`config.mk`:
```
export PLATFORM = sky130hd
export DESIGN_NAME = jet_reg_bank
export DESIGN_NICKNAME = d
export VERILOG_FILES = /design/src/rtl/jet_reg_pkg.sv /design/src/rtl/jet_reg_rd_pipe.sv /design/src/rtl/jet_reg_bank.sv
export SDC_FILE = /design/constraint.sdc
export NUM_CORES = 1
export LEC_CHECK = 0
export ABC_AREA = 1
export BUFFER_PORTS_ARGS = -buffer_cell sky130_fd_sc_hd__buf_2
export CORE_ASPECT_RATIO = 2
export CORE_MARGIN = 2
export CORE_UTILIZATION = 45
export CTS_CLUSTER_DIAMETER = 100
export DETAILED_ROUTE_END_ITERATION = 10
export GPL_ROUTABILITY_DRIVEN = 0
export GPL_TIMING_DRIVEN = 0
export PLACE_DENSITY = 0.83
export SLEW_MARGIN = 20
export SYNTH_ARGS = -nofsm -noshare
export SYNTH_HDL_FRONTEND = slang
export SYNTH_SLANG_ARGS = --single-unit
```
`constraint.sdc`:
```
create_clock -name clk_i -period 13.14 [get_ports clk_i]
set_clock_uncertainty 0.15 [all_clocks]
set_input_delay 0.657 -clock clk_i [delete_from_list [all_inputs] [get_ports clk_i]]
set_output_delay 0.657 -clock clk_i [all_outputs]
set_load 0.02 [all_outputs]
```
`src/rtl/jet_reg_pkg.sv`:
```
// jet_reg_pkg: shared constants and helpers for the jet controller register bank.
//   JET_AW / JET_DW   default bus address / data widths
//   REG_*             register offsets (from the window base) of the jet controller map
//   in_window()       overflow-safe address window test
package jet_reg_pkg;

    localparam int unsigned JET_AW = 16;
    localparam int unsigned JET_DW = 16;

    localparam int unsigned REG_STATUS  = 0;
    localparam int unsigned REG_NRESET  = 1;
    localparam int unsigned REG_JETNUM  = 2;
    localparam int unsigned REG_STADDR  = 3;
    localparam int unsigned REG_DATAROW = 4;
    localparam int unsigned REG_DATACOL = 5;

    // True when base <= addr < base + n. The offset is taken only after addr >= base is known,
    // so a window near the top of the address space never wraps. Addresses up to 32 bits.
    function automatic logic in_window(input logic [31:0] addr, input logic [31:0] base,
                                       input int unsigned n);
        if (addr < base) begin
            return 1'b0;
        end
        return (addr - base) < n;
    endfunction

endpackage

```
`src/rtl/jet_reg_rd_pipe.sv`:
```
// jet_reg_rd_pipe: LAT-stage read-return pipeline (valid / data / error).
//   clk_i, reset_i          clock, asynchronous active-high reset
//   valid_i, data_i, err_i  read result presented in the request cycle
//   valid_o, data_o, err_o  the same result LAT cycles later; data/err hold between valids
module jet_reg_rd_pipe #(
    parameter int unsigned DW  = 16,
    parameter int unsigned LAT = 1
) (
    input  logic          clk_i,
    input  logic          reset_i,
    input  logic          valid_i,
    input  logic [DW-1:0] data_i,
    input  logic          err_i,
    output logic          valid_o,
    output logic [DW-1:0] data_o,
    output logic          err_o
);

    logic [LAT-1:0] vld_q;
    logic [LAT-1:0] err_q;
    logic [DW-1:0]  dat_q [LAT];

    // Payload stages load only with a valid so the output holds its last read value.
    always_ff @(posedge clk_i or posedge reset_i) begin
        if (reset_i) begin
            vld_q <= '0;
            err_q <= '0;
            for (int s = 0; s < LAT; s++) begin
                dat_q[s] <= '0;
            end
        end else begin
            vld_q[0] <= valid_i;
            if (valid_i) begin
                dat_q[0] <= data_i;
                err_q[0] <= err_i;
            end
            for (int s = 1; s < LAT; s++) begin
                vld_q[s] <= vld_q[s-1];
                if (vld_q[s-1]) begin
                    dat_q[s] <= dat_q[s-1];
                    err_q[s] <= err_q[s-1];
                end
            end
        end
    end

    assign valid_o = vld_q[LAT-1];
    assign data_o  = dat_q[LAT-1];
    assign err_o   = err_q[LAT-1];

endmodule

```
`src/rtl/jet_reg_bank.sv`:
```
// jet_reg_bank: NREG x DW control/status register window at BASE_ADDR for the jet controller.
//   clk_i, reset_i                     clock, asynchronous active-high reset
//   set_wr_en/_addr/_data              host write port (one write per strobe)
//   set_rd_en/_addr                    host read request (one per cycle, fully pipelined)
//   set_rd_data/_data_en/_err          read return, RD_LAT (1 or 2) cycles after the request
//   reg_q, reg_wr_stb                  live register values and per-register update strobes
//   ro_din                             status inputs for read-only registers (RO_MASK)
//   commit_i                           shadow commit strobe
// Optional feature macro JET_REG_BANK_SHADOW_EN: writable, non-pulse registers get a shadow
// copy written by the bus; commit_i copies all shadows to the live values at once.
module jet_reg_bank
    import jet_reg_pkg::*;
#(
    parameter int unsigned          DW         = JET_DW,
    parameter int unsigned          AW         = JET_AW,
    parameter int unsigned          NREG       = 8,
    parameter logic [AW-1:0]        BASE_ADDR  = 'h0010,
    parameter int unsigned          RD_LAT     = 1,
    parameter logic [NREG-1:0]      RO_MASK    = '0,
    parameter logic [NREG-1:0]      PULSE_MASK = '0,
    parameter logic [NREG*DW-1:0]   RST_VAL    = '0
) (
    input  logic                 clk_i,
    input  logic                 reset_i,
    input  logic                 set_wr_en,
    input  logic [AW-1:0]        set_wr_addr,
    input  logic [DW-1:0]        set_wr_data,
    input  logic                 set_rd_en,
    input  logic [AW-1:0]        set_rd_addr,
    output logic [DW-1:0]        set_rd_data,
    output logic                 set_rd_data_en,
    output logic                 set_rd_err,
    output logic [NREG*DW-1:0]   reg_q,
    output logic [NREG-1:0]      reg_wr_stb,
    input  logic [NREG*DW-1:0]   ro_din,
    input  logic                 commit_i
);

    if (!(RD_LAT inside {1, 2})) begin : g_bad_lat
        $error("jet_reg_bank: RD_LAT must be 1 or 2");
    end

    logic            wr_in_win;
    logic            rd_in_win;
    logic [AW-1:0]   wr_off;
    logic [AW-1:0]   rd_off;
    logic [NREG-1:0] wr_hit;
    logic [NREG-1:0] stb_d;
    logic [NREG-1:0] stb_q;
    logic [DW-1:0]   rd_val [NREG];
    logic [DW-1:0]   rd_mux;

    // One-hot decode; writes to read-only registers never hit.
    always_comb begin
        wr_off    = set_wr_addr - BASE_ADDR;
        wr_in_win = in_window(32'(set_wr_addr), 32'(BASE_ADDR), NREG);
        for (int k = 0; k < NREG; k++) begin
            wr_hit[k] = set_wr_en && wr_in_win && (wr_off == AW'(k)) && !RO_MASK[k];
        end
    end

    for (genvar k = 0; k < NREG; k++) begin : g_reg
        localparam logic [DW-1:0] RstK = RST_VAL[k*DW +: DW];

        if (RO_MASK[k]) begin : g_ro
            assign reg_q[k*DW +: DW] = ro_din[k*DW +: DW];
            assign rd_val[k]         = ro_din[k*DW +: DW];
            assign stb_d[k]          = 1'b0;
        end else if (PULSE_MASK[k]) begin : g_pulse
            logic [DW-1:0] val_q;
            always_ff @(posedge clk_i or posedge reset_i) begin
                if (reset_i) begin
                    val_q <= RstK;
                end else begin
                    val_q <= wr_hit[k] ? set_wr_data : RstK;
                end
            end
            assign reg_q[k*DW +: DW] = val_q;
            assign rd_val[k]         = val_q;
            assign stb_d[k]          = wr_hit[k];
        end else begin : g_rw
`ifdef JET_REG_BANK_SHADOW_EN
            logic [DW-1:0] sh_q;
            logic [DW-1:0] sh_d;
            logic [DW-1:0] val_q;
            // A write in the commit cycle is folded into the commit through sh_d.
            assign sh_d = wr_hit[k] ? set_wr_data : sh_q;
            always_ff @(posedge clk_i or posedge reset_i) begin
                if (reset_i) begin
                    sh_q  <= RstK;
                    val_q <= RstK;
                end else begin
                    sh_q <= sh_d;
                    if (commit_i) begin
                        val_q <= sh_d;
                    end
                end
            end
            assign reg_q[k*DW +: DW] = val_q;
            assign rd_val[k]         = sh_q;
            assign stb_d[k]          = commit_i && (sh_d != val_q);
`else
            logic [DW-1:0] val_q;
            always_ff @(posedge clk_i or posedge reset_i) begin
                if (reset_i) begin
                    val_q <= RstK;
                end else if (wr_hit[k]) begin
                    val_q <= set_wr_data;
                end
            end
            assign reg_q[k*DW +: DW] = val_q;
            assign rd_val[k]         = val_q;
            assign stb_d[k]          = wr_hit[k];
`endif
        end
    end

    // Slices of ro_din for writable registers, RO bits of wr_hit and (without shadows)
    // commit_i are intentionally left unused.
    logic unused_ok;
    assign unused_ok = ^{commit_i, ro_din, wr_hit};

    always_ff @(posedge clk_i or posedge reset_i) begin
        if (reset_i) begin
            stb_q <= '0;
        end else begin
            stb_q <= stb_d;
        end
    end
    assign reg_wr_stb = stb_q;

    // The read mux samples in the request cycle at either latency, so a same-cycle write is
    // never visible to the read (read-before-write); the pipe only delays the result.
    always_comb begin
        rd_off    = set_rd_addr - BASE_ADDR;
        rd_in_win = in_window(32'(set_rd_addr), 32'(BASE_ADDR), NREG);
        rd_mux    = '0;
        for (int k = 0; k < NREG; k++) begin
            if (rd_in_win && (rd_off == AW'(k))) begin
                rd_mux = rd_val[k];
            end
        end
    end

    jet_reg_rd_pipe #(
        .DW  (DW),
        .LAT (RD_LAT)
    ) u_rd_pipe (
        .clk_i   (clk_i),
        .reset_i (reset_i),
        .valid_i (set_rd_en),
        .data_i  (rd_mux),
        .err_i   (!rd_in_win),
        .valid_o (set_rd_data_en),
        .data_o  (set_rd_data),
        .err_o   (set_rd_err)
    );

endmodule

```
* Word-level counts from Yosys, hierarchy flattened
Cells that the tools add are included.
** Storage, ports and cells
- Bits in registers :: 154
- Bits in latches :: 0
- Bits in writable memories :: 0
- Bits in read-only memories :: 0
- Output and inout port bits :: 154
- Word-level logic and storage cells :: 68
- Memories kept :: 0
** Cells by class
- $add $sub $neg :: 4
- Multiply operators :: 0
- Divide/modulo/power cells :: 0
- Magnitude comparators :: 4
- Equal/unequal tests :: 14
- Shift-type cells :: 0
- Mux-type cells :: 14
- Bitwise logic cells :: 0
- Reduce and logical (&&, ||, !) cells :: 20
** Operators with widths (count)
- $eq A16 B3 Y1 const B :: 8
- $mux W16 :: 8
- $eq A16 B2 Y1 const B :: 4
- $lt A32 B4 Y1 const B :: 2
- $sub A16 B5 Y17 const B :: 2
- $eq A16 B1 Y1 const B :: 2
- $logic_not A16 Y1 :: 2
- $lt A16 B5 Y1 const B :: 2
- $sub A16 B5 Y16 const B :: 2
- $logic_and A1 B1 Y1 :: 17
- $mux W1 :: 6
- $logic_not A1 Y1 :: 1

* Depth between registers and ports, before layout
Gate-level depths: netlist of run 1.
- Depth in word-level cells :: 12
- Gate-level depth with buffers :: 14

* Cells and area by module
From an unflattened synthesis of run 1, not the netlist that was laid out.
** Second synthesis, totals
- Cell total of the unflattened synthesis :: 955
- Area, all modules :: 7260.7 um2
** Modules (own cells, without submodules)
- jet_reg_bank :: instances 1, cells an instance 881, area an instance 6551.3 um2, seq. area each 3403.3 um2
- jet_reg_rd_pipe :: instances 1, cells an instance 74, area an instance 709.4 um2, seq. area each 450.4 um2

* Worst setup path before layout of run 1
OpenSTA, ideal clock, no wires.
- Kind :: input to register
- Start :: input port set_rd_addr[10]
- End :: register u_rd_pipe.dat_q (netlist bit u_rd_pipe.data_o[2])
- Arrival time :: 1.788 ns
- Data required time :: 12.873 ns
- Path slack :: 11.086 ns
- Cell stages on the path :: 13
- Cells stage by stage :: inv_1 > nand2_1 > nor2_1 > nand2_2 > nor3_4 > nand3_2 > buf_2 > o21ai_1 > inv_1 > nand2_1 > nand3_1 > nand2_1 > nand2_1
** On the way
- Word-level cells in the longest chain between the ends :: 12
- Elaborated cells between the ends (all ways) :: 30
- Classes of those cells :: add/sub (2); order compare (2); eq/ne (7); mux (10); reduce/logical (9)
** RTL lines
- start, declared :: RTL line jet_reg_bank.sv:29 : input logic [AW-1:0] set_rd_addr,
- $sub A16 B5 Y17 or $lt A16 B5 Y1 (tied branches) :: RTL line jet_reg_pkg.sv:24, jet_reg_pkg.sv:21
- $lt A32 B4 Y1 or $mux W1 (tied branches) :: RTL line jet_reg_pkg.sv:24, jet_reg_pkg.sv:21
- $mux W1 :: RTL line jet_reg_pkg.sv:24 : return (addr - base) < n;
- $logic_and A1 B1 Y1 :: RTL line jet_reg_bank.sv:139 : if (rd_in_win && (rd_off == AW'(k))) begin
- $mux W16 (7 in a row) :: RTL line jet_reg_bank.sv:139
- $mux W16 * :: RTL line jet_reg_bank.sv:139
- end signal, assigned by index :: RTL line jet_reg_rd_pipe.sv:40 : dat_q[s] <= dat_q[s-1];
- end, declared :: RTL line jet_reg_rd_pipe.sv:21 : logic [DW-1:0] dat_q [LAT];
Mark *: on every way between the ends. The rest lies on a longest branch, timed or not.
A chain may end at the register's enable or synchronous reset.

* Worst setup path in the final report of run 1
- Start :: input port set_wr_addr[3]
- End :: register g_reg[0].g_rw.val_q[3]
** On the way
- Word-level cells in the longest chain between the ends :: 5
- Elaborated cells between the ends (all ways) :: 9
- Classes of those cells :: add/sub (2); order compare (2); mux (2); reduce/logical (3)
** RTL lines
- start, declared :: RTL line jet_reg_bank.sv:26 : input logic [AW-1:0] set_wr_addr,
- $sub A16 B5 Y17 or $lt A16 B5 Y1 (tied branches) :: RTL line jet_reg_pkg.sv:24, jet_reg_pkg.sv:21
- $lt A32 B4 Y1 or $mux W1 (tied branches) :: RTL line jet_reg_pkg.sv:24, jet_reg_pkg.sv:21
- $mux W1 :: RTL line jet_reg_pkg.sv:24
- $logic_and A1 B1 Y1 :: RTL line jet_reg_bank.sv:58 : wr_hit[k] = set_wr_en && wr_in_win && (wr_off == AW'(k)) && !RO_MASK[k];
- $logic_and A1 B1 Y1 * :: RTL line jet_reg_bank.sv:58
- end signal, assigned :: RTL line jet_reg_bank.sv:106 : val_q <= RstK;
- end signal, assigned :: RTL line jet_reg_bank.sv:108 : val_q <= set_wr_data;
- end, declared :: RTL line jet_reg_bank.sv:103 : logic [DW-1:0] val_q;
Marked as above.

==> results of run 1 <==
sequential cells by signal (all words and copies together), names as in the netlist:
name               cells
u_rd_pipe.err_o        1
g.g_rw.val_q         128
reg_wr_stb             8
u_rd_pipe.valid_o      1
u_rd_pipe.data_o      16
power by group:
group	total (W)	switching, W	internal [W]
clock	0.000485	0.000196	0.000289
combinational	0.0000396	0.0000296	0.0000100
sequential	0.000475	0.000000184	0.000475
total	0.000999	0.000226	0.000773
worst max-delay path, stage by stage:
cell,delay (ns)
sky130_fd_sc_hd__buf_2,0.12
sky130_fd_sc_hd__inv_1,0.11
sky130_fd_sc_hd__nand4_1,0.10
sky130_fd_sc_hd__nor2_1,0.29
sky130_fd_sc_hd__and3_1,0.23
sky130_fd_sc_hd__nand2_1,0.07
sky130_fd_sc_hd__nor2_1,0.14
sky130_fd_sc_hd__nand2_1,0.19
sky130_fd_sc_hd__clkbuf_1,0.32
sky130_fd_sc_hd__nand2_1,0.13
sky130_fd_sc_hd__o21ai_0,0.10
logic make-up (layout without fill, tap and decap cells):
| group | after synthesis | count (layout) | synth area share |
|---|---|---|---|
| AOI/OAI and AO/OA | 177 | 177 | 0.1227 |
| buffers and inverters | 170 | 407 | 0.09307 |
| DFF | 154 | 154 | 0.5338 |
| and+or+nand+nor | 421 | 421 | 0.2504 |
metrics by stage:
| stage | power [W] | worst slack [ns] |
|---|---|---|
| after floorplan | 0.0005033 | 8.183 |
| after global placement | 0.0005211 | 6.653 |
| after detailed placement | 0.0005233 | 10.45 |
| after CTS | 0.001001 | 10.89 |
| after global routing | 0.001023 | 10.71 |
| final | 0.0009992 | 10.80 |
how the worst max path moves through the flow:
| stage | from | end | slack [ns] |
|---|---|---|---|
| after floorplan | reset_i | g_reg[0].g_rw.val_q[0] | 8.18 |
| after global placement | reset_i | reg_wr_stb[0] | 6.65 |
| after detailed placement | set_wr_addr[3] | g_reg[1].g_rw.val_q[10] | 10.45 |
| after CTS | set_wr_addr[3] | g_reg[0].g_rw.val_q[3] | 10.89 |
| after global routing | set_wr_addr[3] | g_reg[7].g_rw.val_q[4] | 10.71 |
| final | set_wr_addr[3] | g_reg[0].g_rw.val_q[3] | 10.80 |
cell usage after synthesis, types with 3 or more instances:
library cell | number | share of area
sky130_fd_sc_hd__buf_4 | 3 | 0.0031
sky130_fd_sc_hd__dfrtp_1 | 154 | 0.53
sky130_fd_sc_hd__inv_2 | 5 | 0.0026
sky130_fd_sc_hd__nor2_2 | 3 | 0.0026
sky130_fd_sc_hd__clkbuf_1 | 28 | 0.015
sky130_fd_sc_hd__o21ai_1 | 10 | 0.0069
sky130_fd_sc_hd__a21oi_1 | 32 | 0.022
sky130_fd_sc_hd__buf_2 | 12 | 0.0083
sky130_fd_sc_hd__o21ai_0 | 135 | 0.094
sky130_fd_sc_hd__nand4_1 | 17 | 0.015
sky130_fd_sc_hd__inv_1 | 119 | 0.062
sky130_fd_sc_hd__nor2_1 | 94 | 0.049
sky130_fd_sc_hd__nand2_1 | 259 | 0.13
sky130_fd_sc_hd__nand3_1 | 32 | 0.022
final cells by class:
type | instances | share of cell area
Timing Repair Buffer | 206 | 0.1156
Inverter | 125 | 0.05231
Tap cell | 201 | 0.02760
Buffer | 45 | 0.02224
Multi-Input combinational cell | 598 | 0.2956
Sequential cell | 154 | 0.4229
Clock inverter | 10 | 0.01318
Clock buffer | 21 | 0.05053
layer usage:
metal,up-vias,global-route usage,share of wire
met1,3386,0.3098,0.35
met3,124,0.05382,0.065
met4,0,0.2157,0.087
met5,-,0,0
li1,3339,-,-
met2,391,0.4763,0.50
==> PnR_summary.wiki, run 1 <==
{| class="wikitable"
! Metric !! Value
|-
| Worst Reg2Reg Path Length in Cells || 10
|-
| Worst vdd rail ir drop || 0.00009902 V
|-
| Area occupied by registers || 0.003854 sq mm
|-
| Slack of the worst reg-to-reg path || 11.61 ns
|-
| Final hold viol count || 0
|-
| Multi-input gate area || 0.002694 sq mm
|-
| Cell area after placement || 0.008532 sq mm
|-
| Remaining DRCs || 0
|-
| Number of antenna violations at the first check in global routing || 0
|-
| Pin count of the biggest net entering global routing || 87
|-
| Total of cells resized after clock tree synthesis || 0
|-
| Post-layout net count || 1328
|-
| Total wire length || 23950 microns
|-
| # Max-Cap Violations || 0
|-
| TritonCTS Buffers || 17
|-
| Remaining antenna violation count || 0
|-
| Layout cells sized above 1 || 0.2364
|-
| Most common library cell in the layout ignoring fill and taps || sky130_fd_sc_hd__nand2_1
|-
| Summed instance area of the synthesized netlist || 0.007219 sq mm
|-
| Initial core utilization || 0.4576
|-
| Total Negative Setup Slacks || 0 ns
|-
| CTS tree || built
|-
| Share of the clock period used by the worst path after layout || 0.1778
|-
| Worst r2r src || g_reg[0].g_rw.val_q[6]
|-
| Critical Path Fanout Max || 10
|-
| Die span in y || 183.1 microns
|-
| Asr flop ratio synth || 1.000
|-
| Ant diodes || 0
|-
| Post-CTS setup buffer count || 0
|-
| Die width || 93.57 microns
|-
| Category of the most critical setup path || in -> reg
|-
| Cell total after placement || 1329
|-
| Detailed-route wire length per cell || 17.61 microns
|-
| Number of flops mapped to enable cells by yosys || 0
|-
| Number of H-tree levels || 4
|-
| Number of instances in the synthesized netlist || 922
|-
| Global-route wire length before repair || 36690 microns
|-
| Number of iterations in the first detailed-routing pass || 6
|-
| Setup repair after global routing missed its margin || false
|-
| Distinct cell type count of the synthesized netlist || 28
|-
| Synthesis-stage register bit count || 154
|-
| Per-instance average area after synthesis || 7.830 sq um
|-
| Actual transition at the worst max-transition pin || 0.5238 ns
|-
| Final design area excluding fillers || 0.009112 sq mm
|-
| Required time reported for the critical path endpoint || 13.27 ns
|-
| Number of slew-limit violations in the final report || 0
|-
| Drt first-iter violations || 576
|-
| Arrival time of data at the critical path endpoint || 2.47 ns
|-
| Area added between synthesis and finish || 26.22%
|-
| Vias in the first global route || 7151
|-
| Overflow after GRT || 0
|-
| Tot GR Track Use || 0.2833
|-
| Crit. End Element || flop
|-
| Outcome || finished clean
|-
| Number of standard cells in the layout, taps in and fillers out || 1360
|-
| Cell leakage power || 5.015 nW
|-
| Clock insertion delay at the later pin of the skew report || 0.42 ns
|-
| Class of the tightest hold or removal check || in -> async
|-
| Number of vias per cell || 5.324
|-
| Core area || 0.01578 sq mm
|-
| Total number of vias || 7240
|-
| Startpoint class of the critical path || input pin
|-
| Post-Synthesis Net Count || 1103
|-
| Seq/Total Area, Yosys || 0.5338
|-
| Core Util, Final || 0.5776
|-
| Total I/O pin count || 335
|-
| Dpl hpwl || 18030 microns
|-
| Max clock buf depth || 2
|-
| Hold-fix buffer count after cts || 0
|-
| Max frequency || 428.1 MHz
|-
| Relative slew slack || 0.6508
|-
| Setup Viol. Count Final || 0
|-
| Port buffer count || 205
|-
| Floorplan row count || 65
|-
| Layout filler cell count || 1436
|-
| Synth Flop Type || sky130_fd_sc_hd__dfrtp_1
|-
| Fin crit period || 2.336 ns
|-
| Die Outline Area || 0.01713 sq mm
|-
| Reg2Reg Capture Point || u_rd_pipe.data_o[6]
|-
| Number of synthesis warnings || 0
|-
| Root cell of the clock tree || sky130_fd_sc_hd__clkbuf_16
|-
| Worst hold margin || 0.1130 ns
|-
| Clock net sink count || 154
|-
| Commonest cells after routing, fill and taps aside || 259 x sky130_fd_sc_hd__nand2_1, 217 x sky130_fd_sc_hd__buf_2, 154 x sky130_fd_sc_hd__dfrtp_1
|-
| Power density of the placed cells || 109.6 mW/mm^2
|-
| CTS clk-pin slew, worst paths || 0.06 ns
|}
No activity file was read; power rests on OpenSTA's default activity.
==> run 2, diff against run 1 <==
--- a/config.mk
+++ b/config.mk
@@ -5,9 +5,8 @@
 export SDC_FILE = /design/constraint.sdc
 export NUM_CORES = 1
 export LEC_CHECK = 0
-export ABC_AREA = 1
+export ABC_AREA = 0
 export BUFFER_PORTS_ARGS = -buffer_cell sky130_fd_sc_hd__buf_2
-export CORE_ASPECT_RATIO = 2
 export CORE_MARGIN = 2
 export CORE_UTILIZATION = 45
 export CTS_CLUSTER_DIAMETER = 100
==> constraint.sdc (replaced) <==
create_clock -name clk_i -period 2.3 [get_ports clk_i]
set_clock_uncertainty 0.15 [all_clocks]
set_input_delay 0.115 -clock clk_i [delete_from_list [all_inputs] [get_ports clk_i]]
set_output_delay 0.115 -clock clk_i [all_outputs]
set_load 0.02 [all_outputs]
==> PnR_summary.wiki, run 2 <==
{| class="wikitable"
! Metric !! Value
|-
| Number of antenna violations at the first check in global routing || 0
|-
| Cell type with the highest aggregate area in the netlist || sky130_fd_sc_hd__dfrtp_1
|-
| Final hold viol count || 0
|-
| Startpoint class of the critical path || input pin
|-
| Class of the tightest hold or removal check || in -> reg
|-
| Summed instance area of the synthesized netlist || 0.007087 sq mm
|-
| Worst setup slack before clock tree synthesis || -0.2020 ns
|-
| Number of stages on the worst setup path || 7
|-
| Total number of vias || 5742
|-
| Total I/O pin count || 335
|-
| Post-layout net count || 995
|-
| Cell total after placement || 977
|-
| List of cells traversed by the critical path || buf_2, nor3_1, nand4_1, clkbuf_1, o31a_1, o31ai_1, o22ai_1
|-
| Delay contributed by the slowest stage of the critical path || 0.60 ns
|-
| Top cells by instance count after synthesis || 154 x sky130_fd_sc_hd__dfrtp_1, 119 x sky130_fd_sc_hd__mux2_2, 31 x sky130_fd_sc_hd__o22ai_1
|-
| Area occupied by registers || 0.003854 sq mm
|-
| Die Outline Area || 0.01677 sq mm
|-
| Global-route wire length before repair || 32720 microns
|-
| Total wire length || 21400 microns
|-
| Number of flip-flops in the largest register || 128
|-
| Initial core utilization || 0.4627
|-
| Top reg by flops || g.g_rw.val_q
|-
| Floorplan row count || 45
|-
| Distinct cell type count of the synthesized netlist || 36
|-
| Fin crit period || 2.186 ns
|-
| Worst Reg2Reg Path Length in Cells || 5
|-
| Setup Viol. Count Final || 0
|-
| Core Util, Final || 0.6100
|-
| Post-layout power || 0.005900 W
|-
| Core area || 0.01531 sq mm
|-
| CTS tree || built
|-
| # Max-Cap Violations || 0
|-
| Outcome || finished clean
|-
| Worst hold margin || 0.01142 ns
|-
| Arrival time of data at the critical path endpoint || 2.33 ns
|-
| Number of vias per cell || 5.532
|-
| Detailed-route wire length per cell || 20.61 microns
|-
| Layout filler cell count || 1197
|-
| Layout cells sized above 1 || 0.4776
|-
| Critical Path Fanout Max || 10
|-
| Commonest cells after routing, fill and taps aside || 208 x sky130_fd_sc_hd__buf_2, 154 x sky130_fd_sc_hd__dfrtp_1, 119 x sky130_fd_sc_hd__mux2_2
|-
| Ant diodes || 0
|-
| Fraction of the mapped netlist area in adder cells || 0
|-
| Synth top area cells || sky130_fd_sc_hd__dfrtp_1 54%, sky130_fd_sc_hd__mux2_2 19%, sky130_fd_sc_hd__o22ai_1 2.7%, sky130_fd_sc_hd__mux2_4 2.1%, sky130_fd_sc_hd__o31a_1 1.9%
|-
| Max clock buf depth || 2
|-
| Number of iterations in the first detailed-routing pass || 5
|-
| Seq/Total Area, Yosys || 0.5438
|-
| Relative slew slack || 0.4412
|-
| Total of cells resized after clock tree synthesis || 0
|-
| Number of instances in the synthesized netlist || 561
|-
| Drt first-iter violations || 509
|-
| Most used standard cell by instance count after synthesis || sky130_fd_sc_hd__dfrtp_1
|-
| Main combinational cell family by area after synthesis || multiplexers
|-
| Mux cell area share after synthesis || 0.2103
|-
| CTS clk-pin slew, worst paths || 0.07 ns
|-
| Number of synthesis warnings || 0
|-
| TritonCTS Buffers || 17
|-
| Number of H-tree levels || 4
|-
| Post-layout worst setup margin || 0.1140 ns
|-
| Required time reported for the critical path endpoint || 2.44 ns
|-
| Remaining antenna violation count || 0
|-
| Dpl hpwl || 16010 microns
|-
| Cell leakage power || 4.804 nW
|-
| Asr flop ratio synth || 1.000
|-
| Vias in the first global route || 5772
|-
| Number of flops mapped to enable cells by yosys || 0
|-
| Worst vdd rail ir drop || 0.0005078 V
|-
| Synth Flop Type || sky130_fd_sc_hd__dfrtp_1
|-
| Per-instance average area after synthesis || 12.63 sq um
|-
| Setup repair after global routing missed its margin || false
|-
| Share of synthesized cell area in and, or, nand and nor gates || 0.08987
|-
| Most common library cell in the layout ignoring fill and taps || sky130_fd_sc_hd__buf_2
|-
| Power density of the placed cells || 631.6 mW/mm^2
|-
| Clock insertion delay at the later pin of the skew report || 0.42 ns
|-
| Clock net sink count || 154
|-
| Remaining DRCs || 0
|-
| Area added between synthesis and finish || 31.81%
|-
| Number of slew-limit violations in the final report || 0
|-
| Pin count of the biggest net entering global routing || 33
|-
| Number of standard cells in the layout, taps in and fillers out || 1038
|-
| Tot GR Track Use || 0.2574
|-
| Die span in y || 129.5 microns
|-
| Area fraction of the dominant cell type after synthesis || 0.5438
|-
| Root cell of the clock tree || sky130_fd_sc_hd__clkbuf_16
|-
| Xor and xnor fraction of the mapped netlist area || 0
|-
| Category of the most critical setup path || in -> reg
|-
| Worst path bufs/invs || 2
|-
| Actual transition at the worst max-transition pin || 0.8170 ns
|-
| Max frequency || 457.5 MHz
|-
| Post-Synthesis Net Count || 742
|-
| Overflow after GRT || 0
|-
| Share of the clock period used by the worst path after layout || 0.9504
|-
| Port buffer count || 200
|-
| Family with the most delay on the worst path || simple AND/OR/NAND/NOR gates
|-
| Die width || 129.5 microns
|-
| Compound-gate portion of the synthesized area || 0.1208
|-
| Multi-input gate area || 0.002983 sq mm
|-
| Worst Hold Depth || 3
|-
| Synthesis-stage register bit count || 154
|-
| Crit. End Element || flop
|-
| Slowest CP cell || sky130_fd_sc_hd__nor3_1
|}
==> run 2: cell types whose count changed in the layout (fill, tap and decap cells not counted), moves of 16 or more <==
cell,delta
sky130_fd_sc_hd__nor2_1,-67
sky130_fd_sc_hd__nand3_1,-29
sky130_fd_sc_hd__mux2_2,+119
sky130_fd_sc_hd__inv_1,-99
sky130_fd_sc_hd__a211oi_1,+16
sky130_fd_sc_hd__o22ai_1,+31
sky130_fd_sc_hd__dlygate4sd3_1,+23
sky130_fd_sc_hd__o21ai_0,-119
sky130_fd_sc_hd__nor2b_1,+18
sky130_fd_sc_hd__a22oi_1,+16
sky130_fd_sc_hd__nand2_1,-241
sky130_fd_sc_hd__a21oi_1,-16
==> run 2: cells by family after synthesis <==
| logic type | after synthesis |
|---|---|
| DFF | 154 |
| buffers and inverters | 57 |
| muxes | 129 |
| AOI/OAI and AO/OA | 127 |
| and+or+nand+nor | 94 |
==> run 2: worst paths after layout <==
path                                          from                       to  slack, ns
max                                set_rd_addr[14]      u_rd_pipe.data_o[3]       0.11
min                                 set_wr_addr[3]  g_reg[0].g_rw.val_q[11]       0.01
max reg2reg                g_reg[4].g_rw.val_q[15]     u_rd_pipe.data_o[15]       0.34
min reg2reg                   u_rd_pipe.data_o[14]     u_rd_pipe.data_o[14]       0.37
max in group asynchronous                  reset_i   g_reg[0].g_rw.val_q[7]       1.21
min in group asynchronous                  reset_i  g_reg[4].g_rw.val_q[11]       0.07
==> run 2: cell type report <==
class / count / share of cell area
flip-flops and latches: 154 / 0.4125
multi-input cells: 350 / 0.3193
repair buffers: 234 / 0.1481
clock buffers: 18 / 0.04594
well taps: 211 / 0.02826
plain buffers: 37 / 0.01875
clock inverters: 14 / 0.01862
inverters: 20 / 0.008438
==> run 2: layer usage <==
metal / global-route usage / wire [microns]
met2: 0.3969 / 9903
met1: 0.3564 / 9167
met5: 0 / 0
met3: 0.06276 / 1703
met4: 0.09551 / 622
==> run 2: report_power, final <==
part           total, W  internal (W)  switching, W
combinational  0.000330      0.000118      0.000212
clock           0.00286       0.00171       0.00115
sequential      0.00271       0.00271   0.000000537
total           0.00590       0.00454       0.00136
==> run 2: tightest hold or removal path, stage by stage <==
cell and delay [ns]:
sky130_fd_sc_hd__buf_6 0.13, sky130_fd_sc_hd__nor4_4 0.09, sky130_fd_sc_hd__mux2_2 0.22
==> run 2: per-stage QoR <==
stage,area (sq um),TNS [ns]
6_report,9341,0
5_1_grt,9341,0
4_1_cts,9296,0
3_5_place_dp,8463,-5.835
3_3_place_gp,8356,-137.63
2_1_floorplan,7091,0
==> run 2: timing repair <==
action / 4_1_cts / 5_1_grt
setup buffers: 0 / 6
endpoints found under the setup margin: 0 / 12
endpoints found under the hold margin: 207 / 0
hold buffers: 23 / 0
==> run 3, diff against run 2 <==
==> constraint.sdc (replaced) <==
create_clock -name clk_i -period 2.8 [get_ports clk_i]
set_clock_uncertainty 0.15 [all_clocks]
set_input_delay 0.14 -clock clk_i [delete_from_list [all_inputs] [get_ports clk_i]]
set_output_delay 0.14 -clock clk_i [all_outputs]
set_load 0.02 [all_outputs]
==> PnR_summary.wiki, run 3 (synthesis gave the netlist of run 2 again) <==
{| class="wikitable"
! Metric !! Value
|-
| Outcome || finished clean
|-
| Setup Viol. Count Final || 0
|-
| Number of standard cells in the layout, taps in and fillers out || 1030
|-
| Most common library cell in the layout ignoring fill and taps || sky130_fd_sc_hd__buf_2
|-
| End point of the most critical hold path || reg_wr_stb[5]
|-
| Worst Hold Depth || 3
|-
| Post-layout net count || 987
|-
| Vias in the first global route || 5766
|-
| Global-route wire length before repair || 32620 microns
|-
| Clock insertion delay at the later pin of the skew report || 0.42 ns
|-
| Startpoint class of the critical path || input pin
|-
| Class of the tightest hold or removal check || in -> reg
|-
| CTS clk-pin slew, worst paths || 0.07 ns
|-
| Actual transition at the worst max-transition pin || 0.7929 ns
|-
| Remaining DRCs || 0
|-
| Setup repair after global routing missed its margin || false
|-
| Required time reported for the critical path endpoint || 2.96 ns
|-
| Area added between synthesis and finish || 30.90%
|-
| Total number of vias || 5717
|-
| Delay contributed by the slowest stage of the critical path || 0.65 ns
|-
| Core Util, Final || 0.6057
|-
| Commonest cells after routing, fill and taps aside || 208 x sky130_fd_sc_hd__buf_2, 154 x sky130_fd_sc_hd__dfrtp_1, 119 x sky130_fd_sc_hd__mux2_2
|-
| Initial core utilization || 0.4627
|-
| Worst vdd rail ir drop || 0.0004152 V
|-
| Worst hold margin || 0.02592 ns
|-
| Max clock buf depth || 2
|-
| Layout cells sized above 1 || 0.4750
|-
| Relative slew slack || 0.4577
|-
| Pin count of the biggest net entering global routing || 33
|-
| Number of flip-flops in the largest register || 128
|-
| Startpoint of the lowest-slack hold path || set_wr_addr[2]
|-
| Root cell of the clock tree || sky130_fd_sc_hd__clkbuf_16
|-
| # Max-Cap Violations || 0
|-
| Remaining antenna violation count || 0
|-
| Drt first-iter violations || 477
|-
| Die width || 129.5 microns
|-
| Port buffer count || 200
|-
| Critical Path Fanout Max || 10
|-
| Dominant cell type by count on the critical path || sky130_fd_sc_hd__nor4b_4
|-
| CTS tree || built
|-
| Crit. End Element || flop
|-
| Number of slew-limit violations in the final report || 0
|-
| Cell total after placement || 977
|-
| Number of antenna violations at the first check in global routing || 0
|-
| Total I/O pin count || 335
|-
| Top reg by flops || g.g_rw.val_q
|-
| Total of cells resized after clock tree synthesis || 0
|-
| Cell area after placement || 0.008463 sq mm
|-
| Dpl hpwl || 16010 microns
|-
| Slack of the worst reg-to-reg path || 0.86 ns
|-
| Category of the most critical setup path || in -> reg
|-
| Die Outline Area || 0.01677 sq mm
|-
| Floorplan row count || 45
|-
| Area occupied by registers || 0.003854 sq mm
|-
| Layout filler cell count || 1208
|-
| Number of iterations in the first detailed-routing pass || 5
|-
| Ant diodes || 0
|-
| Power density of the placed cells || 522.2 mW/mm^2
|-
| Number of H-tree levels || 4
|-
| Share of the clock period used by the worst path after layout || 0.9271
|-
| Slowest CP cell || sky130_fd_sc_hd__nor4b_4
|-
| Core area || 0.01531 sq mm
|-
| List of cells traversed by the critical path || dlygate4sd3_1, buf_6, nor4b_4, nand4_4, nand2b_4, nor4b_4, buf_8, mux2_4
|-
| Multi-input gate area || 0.002983 sq mm
|-
| Overflow after GRT || 0
|-
| Final design area excluding fillers || 0.009276 sq mm
|-
| Reg2Reg Capture Point || u_rd_pipe.data_o[15]
|-
| Worst Reg2Reg Path Length in Cells || 5
|-
| Max frequency || 385.2 MHz
|-
| Arrival time of data at the critical path endpoint || 2.75 ns
|-
| Number of vias per cell || 5.550
|-
| Fin crit period || 2.596 ns
|-
| Die span in y || 129.5 microns
|-
| Clock net sink count || 154
|-
| TritonCTS Buffers || 17
|-
| Cell leakage power || 4.760 nW
|-
| Total wire length || 21300 microns
|-
| Detailed-route wire length per cell || 20.68 microns
|-
| Worst r2r src || g_reg[4].g_rw.val_q[15]
|-
| Post-CTS setup buffer count || 0
|-
| Final hold viol count || 0
|-
| Tot GR Track Use || 0.2567
|}
[run 3: through the flow]
| step | worst slack [ns] | TNS [ns] | total power (W) |
|---|---|---|---|
| floorplan | 0.5651 | 0 | 0.002388 |
| global placement | -0.4054 | -61.06 | 0.002489 |
| detailed placement | 0.2730 | 0 | 0.002513 |
| CTS | 0.2317 | 0 | 0.004853 |
| global route | 0.1474 | 0 | 0.004983 |
| finish | 0.2042 | 0 | 0.004844 |
[run 3: per-layer routing]
layer	wire length (microns)	GRT usage	vias up	part of all wire
li1	-	-	2568	-
met2	9731	0.3963	255	0.46
met4	646	0.09551	0	0.030
met1	9187	0.3542	2849	0.43
met3	1735	0.06358	45	0.081
met5	0	0	-	0
[run 3: what timing repair did]
action / in CTS / in global routing
endpoints found under the hold margin: 206 / 0
endpoints found under the setup margin: 0 / 0
hold buffers: 21 / 0
[run 3: worst max-delay path by stage]
stage	startpoint	end	slack [ns]	depth (start not counted)
floorplan	reset_i	g_reg[0].g_rw.val_q[0]	0.57	1
global placement	reset_i	g_reg[3].g_rw.val_q[4]	-0.41	2
detailed placement	set_rd_addr[12]	u_rd_pipe.data_o[7]	0.27	7
CTS	set_wr_addr[3]	g_reg[4].g_rw.val_q[2]	0.23	8
global route	set_wr_addr[3]	g_reg[4].g_rw.val_q[4]	0.15	8
finish	set_wr_addr[3]	g_reg[4].g_rw.val_q[4]	0.20	8
[run 3: where the power goes]
group / leakage, nW / switching (W) / internal [W]
clock: 0.282 / 0.000940 / 0.00141
sequential: 2.15 / 0.000000440 / 0.00223
combinational: 2.33 / 0.000175 / 0.0000962
[run 3: critical path, delay by kind of cell]
kind	cells	cell delay, ns
simple gates	4	1.33
buf+inv	3	0.96
mux	1	0.32
[run 3: final cells by class]
| cell class | instances | area share |
|---|---|---|
| Multi-Input combinational cell | 350 | 0.3216 |
| Inverter | 20 | 0.008497 |
| Clock inverter | 14 | 0.01875 |
| Clock buffer | 18 | 0.04626 |
| Sequential cell | 154 | 0.4154 |
| Buffer | 37 | 0.01888 |
| Timing Repair Buffer | 226 | 0.1422 |
| Tap cell | 211 | 0.02846 |
